--- src/rtl/mmio_bus_arbiter.sv ---
// Round-robin arbiter sharing one MMIO device bus between two masters.
// Winning request is registered onto the bus; completion or timeout returns a one-cycle done.
module mmio_bus_arbiter #(
  parameter int          TIMEOUT_CYCLES = 255,
  parameter int          CNT_W          = 8,
  parameter logic [31:0] ERR_RDATA      = 32'h0000_0000
) (
  input  logic        sys_clk,
  input  logic        rst_n,
  input  logic        m0_read,
  input  logic        m0_write,
  input  logic [31:0] m0_addr,
  input  logic [31:0] m0_wdata,
  output logic        m0_done,
  output logic [31:0] m0_rdata,
  output logic        m0_err,
  input  logic        m1_read,
  input  logic        m1_write,
  input  logic [31:0] m1_addr,
  input  logic [31:0] m1_wdata,
  output logic        m1_done,
  output logic [31:0] m1_rdata,
  output logic        m1_err,
  output logic        mmio_read,
  output logic        mmio_write,
  output logic [31:0] mmio_addr,
  output logic [31:0] mmio_write_data,
  input  logic        mmio_done,
  input  logic [31:0] mmio_read_data,
  output logic        busy,
  output logic        owner,
  output logic [1:0]  state_dbg
);

  // Handshake: a master holds read/write (level) until its one-cycle done and
  // drops it the cycle after; the device answers with a combinational mmio_done.
  typedef enum logic [1:0] {
    IDLE    = 2'd0,
    BUSY    = 2'd1,
    RELEASE = 2'd2
  } state_t;

  state_t           state, state_nxt;
  logic             last_grant;
  logic [CNT_W-1:0] cnt;

  logic        m0_pend, m1_pend, grant_valid, grant;
  logic        sel_read, sel_write;
  logic [31:0] sel_addr, sel_wdata;
  logic        timeout_hit, finish;
  logic [31:0] done_rdata;

  always_comb begin
    m0_pend     = m0_read | m0_write;
    m1_pend     = m1_read | m1_write;
    grant_valid = m0_pend | m1_pend;
    grant       = (m0_pend && m1_pend) ? ~last_grant : m1_pend;
    sel_read    = grant ? m1_read  : m0_read;
    sel_write   = grant ? m1_write : m0_write;
    sel_addr    = grant ? m1_addr  : m0_addr;
    sel_wdata   = grant ? m1_wdata : m0_wdata;
    timeout_hit = (cnt == CNT_W'(TIMEOUT_CYCLES - 1));
    finish      = mmio_done | timeout_hit;
    done_rdata  = mmio_done ? mmio_read_data : ERR_RDATA;
  end

  always_ff @(posedge sys_clk or negedge rst_n) begin
    if (!rst_n) state <= IDLE;
    else        state <= state_nxt;
  end

  always_comb begin
    state_nxt = state;
    case (state)
      IDLE:    if (grant_valid) state_nxt = BUSY;
      BUSY:    if (finish)      state_nxt = RELEASE;
      RELEASE: state_nxt = IDLE;
      default: state_nxt = IDLE;
    endcase
  end

  always_ff @(posedge sys_clk or negedge rst_n) begin
    if (!rst_n) begin
      mmio_read       <= 1'b0;
      mmio_write      <= 1'b0;
      mmio_addr       <= '0;
      mmio_write_data <= '0;
      m0_done         <= 1'b0;
      m0_rdata        <= '0;
      m0_err          <= 1'b0;
      m1_done         <= 1'b0;
      m1_rdata        <= '0;
      m1_err          <= 1'b0;
      owner           <= 1'b0;
      last_grant      <= 1'b1;
      cnt             <= '0;
    end else begin
      m0_done <= 1'b0;
      m1_done <= 1'b0;
      case (state)
        IDLE: begin
          if (grant_valid) begin
            owner           <= grant;
            last_grant      <= grant;
            cnt             <= '0;
            mmio_addr       <= sel_addr;
            mmio_write_data <= sel_wdata;
            mmio_write      <= sel_write;
            // A simultaneous read+write is issued as a write only.
            mmio_read       <= sel_read & ~sel_write;
          end
        end
        BUSY: begin
          if (cnt != {CNT_W{1'b1}}) cnt <= cnt + CNT_W'(1);
          if (finish) begin
            mmio_read  <= 1'b0;
            mmio_write <= 1'b0;
            if (owner) begin
              m1_done  <= 1'b1;
              m1_rdata <= done_rdata;
              m1_err   <= ~mmio_done;
            end else begin
              m0_done  <= 1'b1;
              m0_rdata <= done_rdata;
              m0_err   <= ~mmio_done;
            end
          end
        end
        default: ;
      endcase
    end
  end

  assign busy      = (state != IDLE);
  assign state_dbg = state;

endmodule

--- config.mk ---
export PLATFORM = sky130hd
export DESIGN_NAME = mmio_bus_arbiter
export DESIGN_NICKNAME = d
export VERILOG_FILES = /design/src/rtl/mmio_bus_arbiter.sv
export SDC_FILE = /design/constraint.sdc
export NUM_CORES = 1
export LEC_CHECK = 0
export ABC_AREA = 0
export BUFFER_PORTS_ARGS = -buffer_cell sky130_fd_sc_hd__buf_2
export CORE_MARGIN = 2
export CORE_UTILIZATION = 40
export DETAILED_ROUTE_END_ITERATION = 12
export PLACE_DENSITY = 0.72
export SYNTH_ARGS = -nofsm -noshare
export SYNTH_HDL_FRONTEND = slang
export SYNTH_SLANG_ARGS = --single-unit
--- constraint.sdc ---
create_clock -name sys_clk -period 3.4 [get_ports sys_clk]
set_input_delay 0.51 -clock sys_clk [delete_from_list [all_inputs] [get_ports sys_clk]]
set_output_delay 0.51 -clock sys_clk [all_outputs]
set_load 0.005 [all_outputs]
==> flow_summary.json, run 1 <==
{
  "clkPwrFrac_pct": 24.6,
  "clock_insertion_delay_worst_skew_ns": 0.42,
  "drcViolationCount": 0,
  "ctsLongestPathBuffers": 2,
  "yosysWarningCount": 0,
  "finalClockSkew_ns": 0.00714,
  "max_stage_delay_ns": 0.49,
  "mappedNetlistNets": 679,
  "placement_rows": 45,
  "post_synth_instance_area_um2": 6070,
  "post_cts_resized": 0,
  "die-area_um2": 16200,
  "place.gp.congestion": 0.798,
  "maxSlewViolCount": 0,
  "synth_seq_area_share_pct": 60.2,
  "post_cts_buffers": 0,
  "clock.fmax_ghz": 0.519,
  "path_cells": "nor2_1 > inv_1 > buf_2",
  "core_um2": 15000,
  "comb_power_share_pct": 33.7,
  "dp.final_hpwl_um": 11800,
  "final_critical_path_setup_slack_ns": 1.47,
  "postSynth.topFlopCell": "sky130_fd_sc_hd__dfrtp_1",
  "dr_total_vias": 4973,
  "most-common-layout-cells": "sky130_fd_sc_hd__buf_2, sky130_fd_sc_hd__dfrtp_1, sky130_fd_sc_hd__nand2_1",
  "hold_buffers": 0,
  "postRouteWirelength_um": 16100,
  "io_pins": 305,
  "hp_class": "primary input to async pin",
  "layout-drive-gt1-share_pct": 43.0,
  "crit_path_max_fanout": 9,
  "timing.critical_path.buf_inv": 2,
  "start_kind": "register",
  "critical_path_arrival_ns": 1.42,
  "worstPathRequired_ns": 2.89,
  "place_area_um2": 7720,
  "detailedPlace.worstSlack_ns": 1.18,
  "power.density_nw_per_um2": 857,
  "finish.instance_area_um2": 8280,
  "initial_utilization_pct": 40.4,
  "cp_top_family": "flip-flops",
  "postSynth.asyncResetShare_pct": 100,
  "synth_cell_type_count": 39,
  "reg2reg_slack_ns": 1.57,
  "cts_tree": "done",
  "power.switching_fraction_pct": 33.7,
  "cts_root_buf": "sky130_fd_sc_hd__clkbuf_16",
  "headroom_to_the_max_slew_limit_pct": 58.7,
  "vdd.ir_drop.worst_uv": 431,
  "dr.first_iter.drc_count": 195,
  "maxCapViolCount": 0,
  "outcome": "finished, final reports clean",
  "initial_antenna_violation_count": 1,
  "cts_buffers": 17,
  "place.port_buffers": 304,
  "min_period_over_period_pct": 56.7,
  "finalSetupViolCount": 0,
  "area_delta_synth_final_pct": 36.4,
  "grt_total_usage_pct": 19.8,
  "number_of_global_route_vias_before_repair": 4808,
  "postSynthRegisterBits": 146,
  "grt_start_max_net_pins": 111,
  "layout.cells.most_common": "sky130_fd_sc_hd__buf_2",
  "detail_route.first_pass.iterations": 4,
  "wl_per_cell_um": 16.0,
  "crit_slowest_cell": "sky130_fd_sc_hd__dfrtp_1",
  "grt_pass1_wl_um": 25000,
  "total_switching_power_mw": 2.39,
  "power.static_leakage_nw": 4.42,
  "clk_transition_reported_paths_ns": 0.06,
  "internal_power_mw": 4.70,
  "number_of_enable_flip_flop_cells_after_synthesis": 0,
  "worstSetupPathType": "register to output port",
  "critPathCaptureType": "output port",
  "synthesis.area_per_instance_um2": 11.9,
  "drt.antenna.violating_nets": 0,
  "die_w_um": 127,
  "cts_sinks": 146,
  "cts_htree_levels": 4,
  "unrepaired_setup_endpoints_after_global_routing": "no",
  "num-nets-final": 975,
  "diodes": 0,
  "power_frac_seq_pct": 41.7,
  "worst-slew-pin-transition_ns": 0.619,
  "num-fill-cells": 1349,
  "final-hold-violation-count": 0,
  "postSynthCellCount": 510,
  "vias_per_cell": 4.94,
  "chipHeight_um": 127,
  "post-route-min-period_ns": 1.93,
  "grt_overflow": 0,
  "total_negative_slack_ns": 0
}
[synth_stat cells, types with 3 or more instances]
master | n | area (um^2)
sky130_fd_sc_hd__nand3_1 | 6 | 30.0
sky130_fd_sc_hd__clkbuf_2 | 5 | 25.0
sky130_fd_sc_hd__o21ai_1 | 24 | 120
sky130_fd_sc_hd__clkbuf_1 | 4 | 15.0
sky130_fd_sc_hd__nand2_1 | 70 | 263
sky130_fd_sc_hd__nor2_1 | 7 | 26.3
sky130_fd_sc_hd__a22o_1 | 66 | 578
sky130_fd_sc_hd__a21oi_1 | 5 | 25.0
sky130_fd_sc_hd__nand4_1 | 3 | 18.8
sky130_fd_sc_hd__inv_1 | 10 | 37.5
sky130_fd_sc_hd__o21ai_0 | 45 | 225
sky130_fd_sc_hd__dfrtp_1 | 145 | 3630
sky130_fd_sc_hd__mux2i_1 | 66 | 661
sky130_fd_sc_hd__buf_6 | 5 | 56.3
sky130_fd_sc_hd__buf_2 | 19 | 95.1
[path summary, 6_finish.rpt]
path / start / to / cells after the start
worst min-delay path: rst_n / m0_rdata[7] / 1
min in group sys_clk: mmio_read_data[19] / m0_rdata[19] / 2
worst max-delay path: state_dbg[0] / busy / 3
max in group asynchronous: rst_n / mmio_addr[30] / 2
worst max register to register: last_grant / mmio_addr[1] / 5
worst min register to register: mmio_write_data[13] / mmio_write_data[13] / 2
[sequential cells by signal, indices dropped and copies added, names as in the netlist]
signal and cells:
m1_done 1, mmio_write_data 32, state_dbg 2, mmio_read 1, owner 1, m1_err 1
mmio_write 1, m0_rdata 32, m0_done 1, m1_rdata 32, cnt 8, last_grant 1
m0_err 1, mmio_addr 32
[layer usage]
layer / GRT usage, % / wire [um] / share of wire (%) / up-vias
li1: - / - / - / 2421
met4: 7.76 / 312 / 1.9 / 0
met5: 0 / 0 / 0 / -
met3: 4.94 / 1050 / 6.5 / 22
met2: 32.8 / 7800 / 49 / 224
met1: 25.3 / 6910 / 43 / 2306
[final cells by class]
class / instances / area, um^2 / share of cell area, %
Inverter: 10 / 37.5 / 0.453
Clock buffer: 18 / 439 / 5.30
Multi-Input combinational cell: 319 / 2180 / 26.4
Timing Repair Buffer: 312 / 1610 / 19.5
Clock inverter: 14 / 119 / 1.44
Sequential cell: 146 / 3650 / 44.1
Tap cell: 188 / 235 / 2.84
[power by group through the flow]
stage	sequential, mW	clock [mW]	combinational, mW
4_1_cts	2.96	1.79	2.43
3_5_place_dp	2.98	0	2.43
5_1_grt	3.05	1.87	2.65
3_3_place_gp	2.96	0	2.37
6_report	2.96	1.75	2.39
2_1_floorplan	3.01	0	1.18
[cell families after synthesis]
group / count (synthesis) / synth area share (%)
buffers and inverters: 45 / 4.02
flip-flops: 146 / 60.2
multiplexers: 67 / 11.1
adder cells (fa/ha/maj): 2 / 0.412
AND/OR/NAND/NOR: 98 / 6.99
XOR/XNOR: 1 / 0.144
AO/OA/AOI/OAI: 151 / 17.2
[per-stage QoR]
stage | total power [mW] | hold slack (ns) | cells | utilization [%]
after global routing | 7.56 | 0.129 | 1007 | 55.1
after global placement | 5.33 | 0.458 | 975 | 51.4
after CTS | 7.18 | 0.0936 | 1007 | 55.1
after detailed placement | 5.41 | 0.467 | 975 | 51.4
final | 7.09 | 0.0836 | 1007 | 55.1
after floorplan | 4.19 | 0.214 | 510 | -
Power figures use the tool's default switching activity.
==> run 2, diff against run 1 <==
- ABC_AREA: 0 -> 1
- PLACE_DENSITY: 0.72 -> 0.73
- clock period: 3.4 -> 1.6 ns (I/O delays scaled with it)
==> run 2 against run 1 <==
Compared with the run above:
- utilization grew 1.7 points
- non-clock buffer count grew 26
- first-iteration DRC count grew 120%
- clock skew grew 0.0045 ns
- clock power grew 130%
- largest power group is now combinational logic
- critical path depth grew 1
- cell count grew 28%
==> flow_summary.json, run 2 <==
{
  "place.port_buffers": 304,
  "final_cell_count_no_fill": 1292,
  "yosysWarningCount": 0,
  "multi_input_area_um2": 2480,
  "num-nets-final": 1232,
  "finish.instance_area_um2": 9060,
  "layout.cells.most_common": "sky130_fd_sc_hd__buf_2",
  "area_delta_synth_final_pct": 38.3,
  "maxCapViolCount": 0,
  "die-area_um2": 17400,
  "initial_utilization_pct": 41.1,
  "critical_path_arrival_ns": 1.29,
  "worst-slew-pin-transition_ns": 0.452,
  "cts_buffers": 17,
  "grt_start_max_net_pins": 59,
  "min_period_over_period_pct": 95.7,
  "clock_insertion_delay_worst_skew_ns": 0.42,
  "synth_seq_area_share_pct": 55.8,
  "met1_usage_pct": 28.6,
  "outcome": "finished, final reports clean",
  "postSynth.asyncResetShare_pct": 100,
  "power.density_nw_per_um2": 1980,
  "r2r-end": "m0_rdata[22]",
  "total_negative_slack_ns": 0,
  "grt_pass1_wl_um": 32100,
  "cts_sinks": 146,
  "netlist.area_leader.share_pct": 55.4,
  "crit_start": "state_dbg[1]",
  "vias_per_cell": 5.06,
  "cts_root_buf": "sky130_fd_sc_hd__clkbuf_16",
  "drcViolationCount": 0,
  "dr_total_vias": 6539,
  "adder_cell_share_of_the_synthesized_area_pct": 0.382,
  "use_met2_pct": 37.9,
  "synthSimpleGateAreaFrac_pct": 26.7,
  "synthTopCellsByCount": "sky130_fd_sc_hd__nand2_1, sky130_fd_sc_hd__dfrtp_1, sky130_fd_sc_hd__a21oi_1",
  "proportion_of_synthesized_area_in_mux_cells_pct": 0,
  "post_synth_instance_area_um2": 6550,
  "finalClockSkew_ns": 0.0117,
  "synth_cell_type_count": 24,
  "area.sequential_um2": 3660,
  "dr.first_iter.drc_count": 434,
  "initial_antenna_violation_count": 0,
  "hold_path_startpoint": "m1_wdata[6]",
  "headroom_to_the_max_slew_limit_pct": 69.9,
  "final-hold-violation-count": 0,
  "number_of_enable_flip_flop_cells_after_synthesis": 0,
  "die_w_um": 132,
  "power.static_leakage_nw": 4.82,
  "place_area_um2": 8340,
  "placedCellCount": 1252,
  "synthesis.area_per_instance_um2": 8.59,
  "holdPathStages": 3,
  "worstPathRequired_ns": 1.36,
  "hp_class": "primary input to register",
  "mappedNetlistNets": 932,
  "grt_total_usage_pct": 22.8,
  "postSynth.topFlopCell": "sky130_fd_sc_hd__dfrtp_1",
  "largest_family_of_logic_cells_by_synthesized_area": "simple AND/OR/NAND/NOR gates",
  "finalSetupViolCount": 0,
  "grt_overflow": 0,
  "synth_xor_area_share_pct": 0,
  "most-common-layout-cells": "sky130_fd_sc_hd__buf_2, sky130_fd_sc_hd__nand2_1, sky130_fd_sc_hd__dfrtp_1",
  "diodes": 0,
  "gr-usage-met3_pct": 4.96,
  "rr_startpoint": "cnt[0]",
  "reg2reg_slack_ns": 0.13,
  "maxSlewViolCount": 0,
  "cts_htree_levels": 4,
  "worstSetupPathType": "register to output port",
  "wl_per_cell_um": 15.6,
  "reg2reg_depth": 10,
  "post-route-min-period_ns": 1.53,
  "crit_path_max_fanout": 4,
  "clock.fmax_ghz": 0.653,
  "synthTopCellsByArea": "sky130_fd_sc_hd__dfrtp_1, sky130_fd_sc_hd__nand2_1, sky130_fd_sc_hd__a21oi_1",
  "postSynthCellCount": 763,
  "postSynthRegisterBits": 146,
  "min_delay_worst_endpoint": "mmio_write_data[6]",
  "clk_transition_reported_paths_ns": 0.06,
  "layout-drive-gt1-share_pct": 36.1,
  "critPathCaptureType": "output port",
  "chipHeight_um": 132,
  "drt.antenna.violating_nets": 0,
  "final.hold.worst_slack_ns": 0.0570,
  "number_of_global_route_vias_before_repair": 6313,
  "num-fill-cells": 1492,
  "synthMostInstantiatedCell": "sky130_fd_sc_hd__nand2_1",
  "dp.final_hpwl_um": 14100,
  "grt.busiest_layer": "met2",
  "place.gp.congestion": 0.880,
  "synth-compound-area-share_pct": 10.6,
  "start_kind": "register",
  "postRouteWirelength_um": 20100,
  "io_pins": 305,
  "detail_route.first_pass.iterations": 5,
  "vdd.ir_drop.worst_uv": 842,
  "cell_type_with_the_largest_total_area_after_synthesis": "sky130_fd_sc_hd__dfrtp_1",
  "core_um2": 15900,
  "cts_tree": "done",
  "ctsLongestPathBuffers": 2,
  "unrepaired_setup_endpoints_after_global_routing": "no",
  "placement_rows": 46
}
-- run 2: cell count changes after synthesis, sizes merged, moves of 6 or more --
cell | before | now
a21oi | 5 | 128
a22o | 66 | 0
buf | 25 | 41
clkbuf | 10 | 16
inv | 10 | 22
mux2i | 66 | 0
nand2 | 71 | 238
nand3 | 6 | 17
nand4 | 3 | 67
nor2 | 7 | 73
o21ai | 69 | 11
-- run 2: logic make-up after synthesis --
group                      Yosys count
AOI/OAI and AO/OA                  139
and+or+nand+nor                    396
DFF                                146
buffers and inverters               80
adders and majority gates            2
-- run 2: where the power goes --
| group | leakage [nW] | switching [mW] | internal [mW] |
|---|---|---|---|
| registers | 1.76 | 0.921 | 5.40 |
| logic | 2.76 | 4.35 | 3.15 |
| clock network | 0.297 | 1.57 | 2.54 |
| total | 4.82 | 6.84 | 11.1 |
-- run 2: repair_timing --
action                                 in CTS  in global routing
gates resized for setup                     1                  1
cloned                                      0                  2
pin swaps                                   0                  1
setup endpoints to repair                   1                 23
endpoints found under the hold margin      28                  0
buffers inserted                            0                  5
hold buffers                                1                  0
-- run 2: final cells by class --
| cell class | instances | share of cell area (%) |
|---|---|---|
| Tap cell | 216 | 2.98 |
| Multi-Input combinational cell | 537 | 27.3 |
| Sequential cell | 146 | 40.4 |
| Clock buffer | 20 | 5.04 |
| Inverter | 23 | 0.953 |
| Clock inverter | 12 | 1.71 |
| Timing Repair Buffer | 338 | 21.6 |
-- run 2: critical path, cell delays in order (launching register included) --
cell and delay (ns):
sky130_fd_sc_hd__dfrtp_2 0.45, sky130_fd_sc_hd__nor2_4 0.13, sky130_fd_sc_hd__buf_4 0.14, sky130_fd_sc_hd__inv_1 0.04, sky130_fd_sc_hd__buf_2 0.12
-- run 2: how the worst max path moves through the flow --
stage / to / slack, ns
after global routing: owner / 0.01
after floorplan: m0_rdata[31] / 0.27
after detailed placement: mmio_write_data[13] / 0.06
after CTS: busy / 0.01
after global placement: m0_rdata[19] / 0.12
final: busy / 0.07
-- run 2: metal layers --
metal,share of wire [%],wire length (um)
met5,0,0
met4,3.2,650
met3,5.7,1140
met2,50,9990
met1,41,8330
-- run 2: through the flow --
stage / util (%) / setup slack (ns) / power (mW)
floorplan: - / 0.273 / 10.4
global placement: 52.3 / 0.117 / 13.4
detailed placement: 52.3 / 0.0581 / 13.6
CTS: 56.3 / 0.0140 / 17.8
global route: 56.8 / 0.0148 / 19.2
finish: 56.8 / 0.0692 / 17.9
==> run 3, diff against run 2 <==
- CORE_UTILIZATION: 40 -> 42
- PLACE_DENSITY: 0.73 -> 0.76
==> run 3 against run 2 <==
Compared with the run above:
- design area down 0.46%
- utilization up 2.5 points
- hold slack worse by 0.0020 ns
- fmax up 4.1%
- via count down 0.70%
- cell count down 2.6%
- largest power group unchanged
==> flow_summary.json, run 3 (synthesized netlist as in run 2, its figures left out) <==
{
  "cp_top_family": "flip-flops",
  "finalClockSkew_ns": 0.0117,
  "grt_overflow": 0,
  "place.port_buffers": 304,
  "worstPathRequired_ns": 1.36,
  "hp_class": "primary input to register",
  "headroom_to_the_max_slew_limit_pct": 68.9,
  "vias_per_cell": 5.16,
  "layout.cells.most_common": "sky130_fd_sc_hd__buf_2",
  "power.density_nw_per_um2": 1990,
  "grt_start_max_net_pins": 65,
  "clock_insertion_delay_worst_skew_ns": 0.42,
  "unrepaired_setup_endpoints_after_global_routing": "no",
  "detail_route.first_pass.iterations": 5,
  "initial_utilization_pct": 43.1,
  "number_of_global_route_vias_before_repair": 6191,
  "drt.antenna.violating_nets": 0,
  "outcome": "finished, final reports clean",
  "max_stage_delay_ns": 0.46,
  "wl_per_cell_um": 16.1,
  "initial_antenna_violation_count": 0,
  "die-area_um2": 16600,
  "clock.fmax_ghz": 0.680,
  "total_negative_slack_ns": 0,
  "num-nets-final": 1226,
  "chipHeight_um": 129,
  "die_w_um": 129,
  "placedCellCount": 1223,
  "cts_root_buf": "sky130_fd_sc_hd__clkbuf_16",
  "path_cells": "nor2_4 > inv_1 > buf_2",
  "clk_transition_reported_paths_ns": 0.07,
  "io_pins": 305,
  "maxCapViolCount": 0,
  "cts_tree": "done",
  "most-common-layout-cells": "sky130_fd_sc_hd__buf_2, sky130_fd_sc_hd__nand2_1, sky130_fd_sc_hd__dfrtp_1",
  "core_um2": 15200,
  "worst-slew-pin-transition_ns": 0.466,
  "grt_pass1_wl_um": 31700,
  "timing.critical_path.buf_inv": 2,
  "power_mw": 17.9,
  "diodes": 0,
  "dr.first_iter.drc_count": 594,
  "power.static_leakage_nw": 4.80,
  "post-route-util_pct": 59.3,
  "min_period_over_period_pct": 91.9,
  "post-route-min-period_ns": 1.47,
  "postRouteWirelength_um": 20300,
  "place.gp.congestion": 0.802,
  "final-hold-violation-count": 0,
  "vdd.ir_drop.worst_uv": 1180,
  "drcViolationCount": 0,
  "crit_path_max_fanout": 4,
  "cts_buffers": 17,
  "maxSlewViolCount": 0,
  "cts_sinks": 146,
  "worstSetupPathType": "register to output port",
  "grt_total_usage_pct": 24.4,
  "start_kind": "register",
  "dr_total_vias": 6493,
  "dp.final_hpwl_um": 14400,
  "critPathCaptureType": "output port",
  "layout-drive-gt1-share_pct": 36.0,
  "critical_path_arrival_ns": 1.23,
  "crit_slowest_cell": "sky130_fd_sc_hd__dfrtp_1",
  "finalSetupViolCount": 0,
  "placement_rows": 45,
  "final_cell_count_no_fill": 1258,
  "area_delta_synth_final_pct": 37.6,
  "ctsLongestPathBuffers": 2,
  "cts_htree_levels": 4
}
-- run 3: cell count changes in the layout (fill, tap and decap cells not counted), moves of 2 or more --
cell | before | now
sky130_fd_sc_hd__buf_4 | 20 | 10
sky130_fd_sc_hd__clkbuf_16 | 19 | 17
sky130_fd_sc_hd__inv_8 | 0 | 2
sky130_fd_sc_hd__buf_12 | 11 | 15
sky130_fd_sc_hd__clkbuf_8 | 2 | 0
sky130_fd_sc_hd__buf_6 | 1 | 3
sky130_fd_sc_hd__inv_6 | 2 | 6
-- run 3: where the power goes --
group	switching (mW)	total (mW)	internal, mW	leakage [nW]
sequential	0.926	6.32	5.39	1.76
combinational	4.36	7.42	3.07	2.74
clock	1.67	4.18	2.51	0.303
-- run 3: per-layer routing --
layer	GRT usage, %	part of all wire, %	vias up	routed length (um)
li1	-	-	3126	-
met1	32.2	41	3056	8300
met2	39.2	50	273	10100
met3	5.70	6.4	38	1300
met4	9.85	2.9	0	582
met5	0	0	-	0
-- run 3: per-stage QoR --
stage / cell area [um^2] / setup slack, ns / hold WS, ns
after floorplan: 6550 / 0.273 / -0.0556
after global placement: 8340 / 0.139 / 0.216
after detailed placement: 8340 / 0.0745 / 0.216
after CTS: 8970 / 0.0387 / 0.0376
after global routing: 9020 / 0.0128 / 0.0363
final: 9020 / 0.130 / 0.0550
-- run 3: cell type report --
cell class,count,area (um^2)
Tap cell,188,235
Multi-Input combinational cell,537,2480
Sequential cell,146,3650
Timing Repair Buffer,332,1940
Inverter,23,87.6
Clock buffer,17,425
Clock inverter,15,195
Fill cell,1389,6180
-- run 3: final timing paths --
kind	slack, ns	endpoint	from	cells after the start
min in group asynchronous	0.33	mmio_write_data[8]	rst_n	2
max	0.13	busy	state_dbg[1]	3
max in group asynchronous	0.70	last_grant	rst_n	3
min	0.05	mmio_write_data[19]	m1_wdata[19]	3
max reg2reg	0.14	m0_rdata[22]	cnt[0]	10
min reg2reg	0.46	mmio_read	mmio_read	2
-- run 3: tightest hold or removal path: stages --
cell and delay [ns]:
sky130_fd_sc_hd__buf_2 0.09, sky130_fd_sc_hd__nand2_1 0.05, sky130_fd_sc_hd__a21oi_1 0.06
-- run 3: what timing repair did --
| action | CTS | global route |
|---|---|---|
| hold buffers | 1 | 0 |
| gates resized for setup | 0 | 7 |
| endpoints found under the hold margin | 40 | 0 |
| endpoints found under the setup margin | 0 | 66 |
| setup buffers | 0 | 2 |
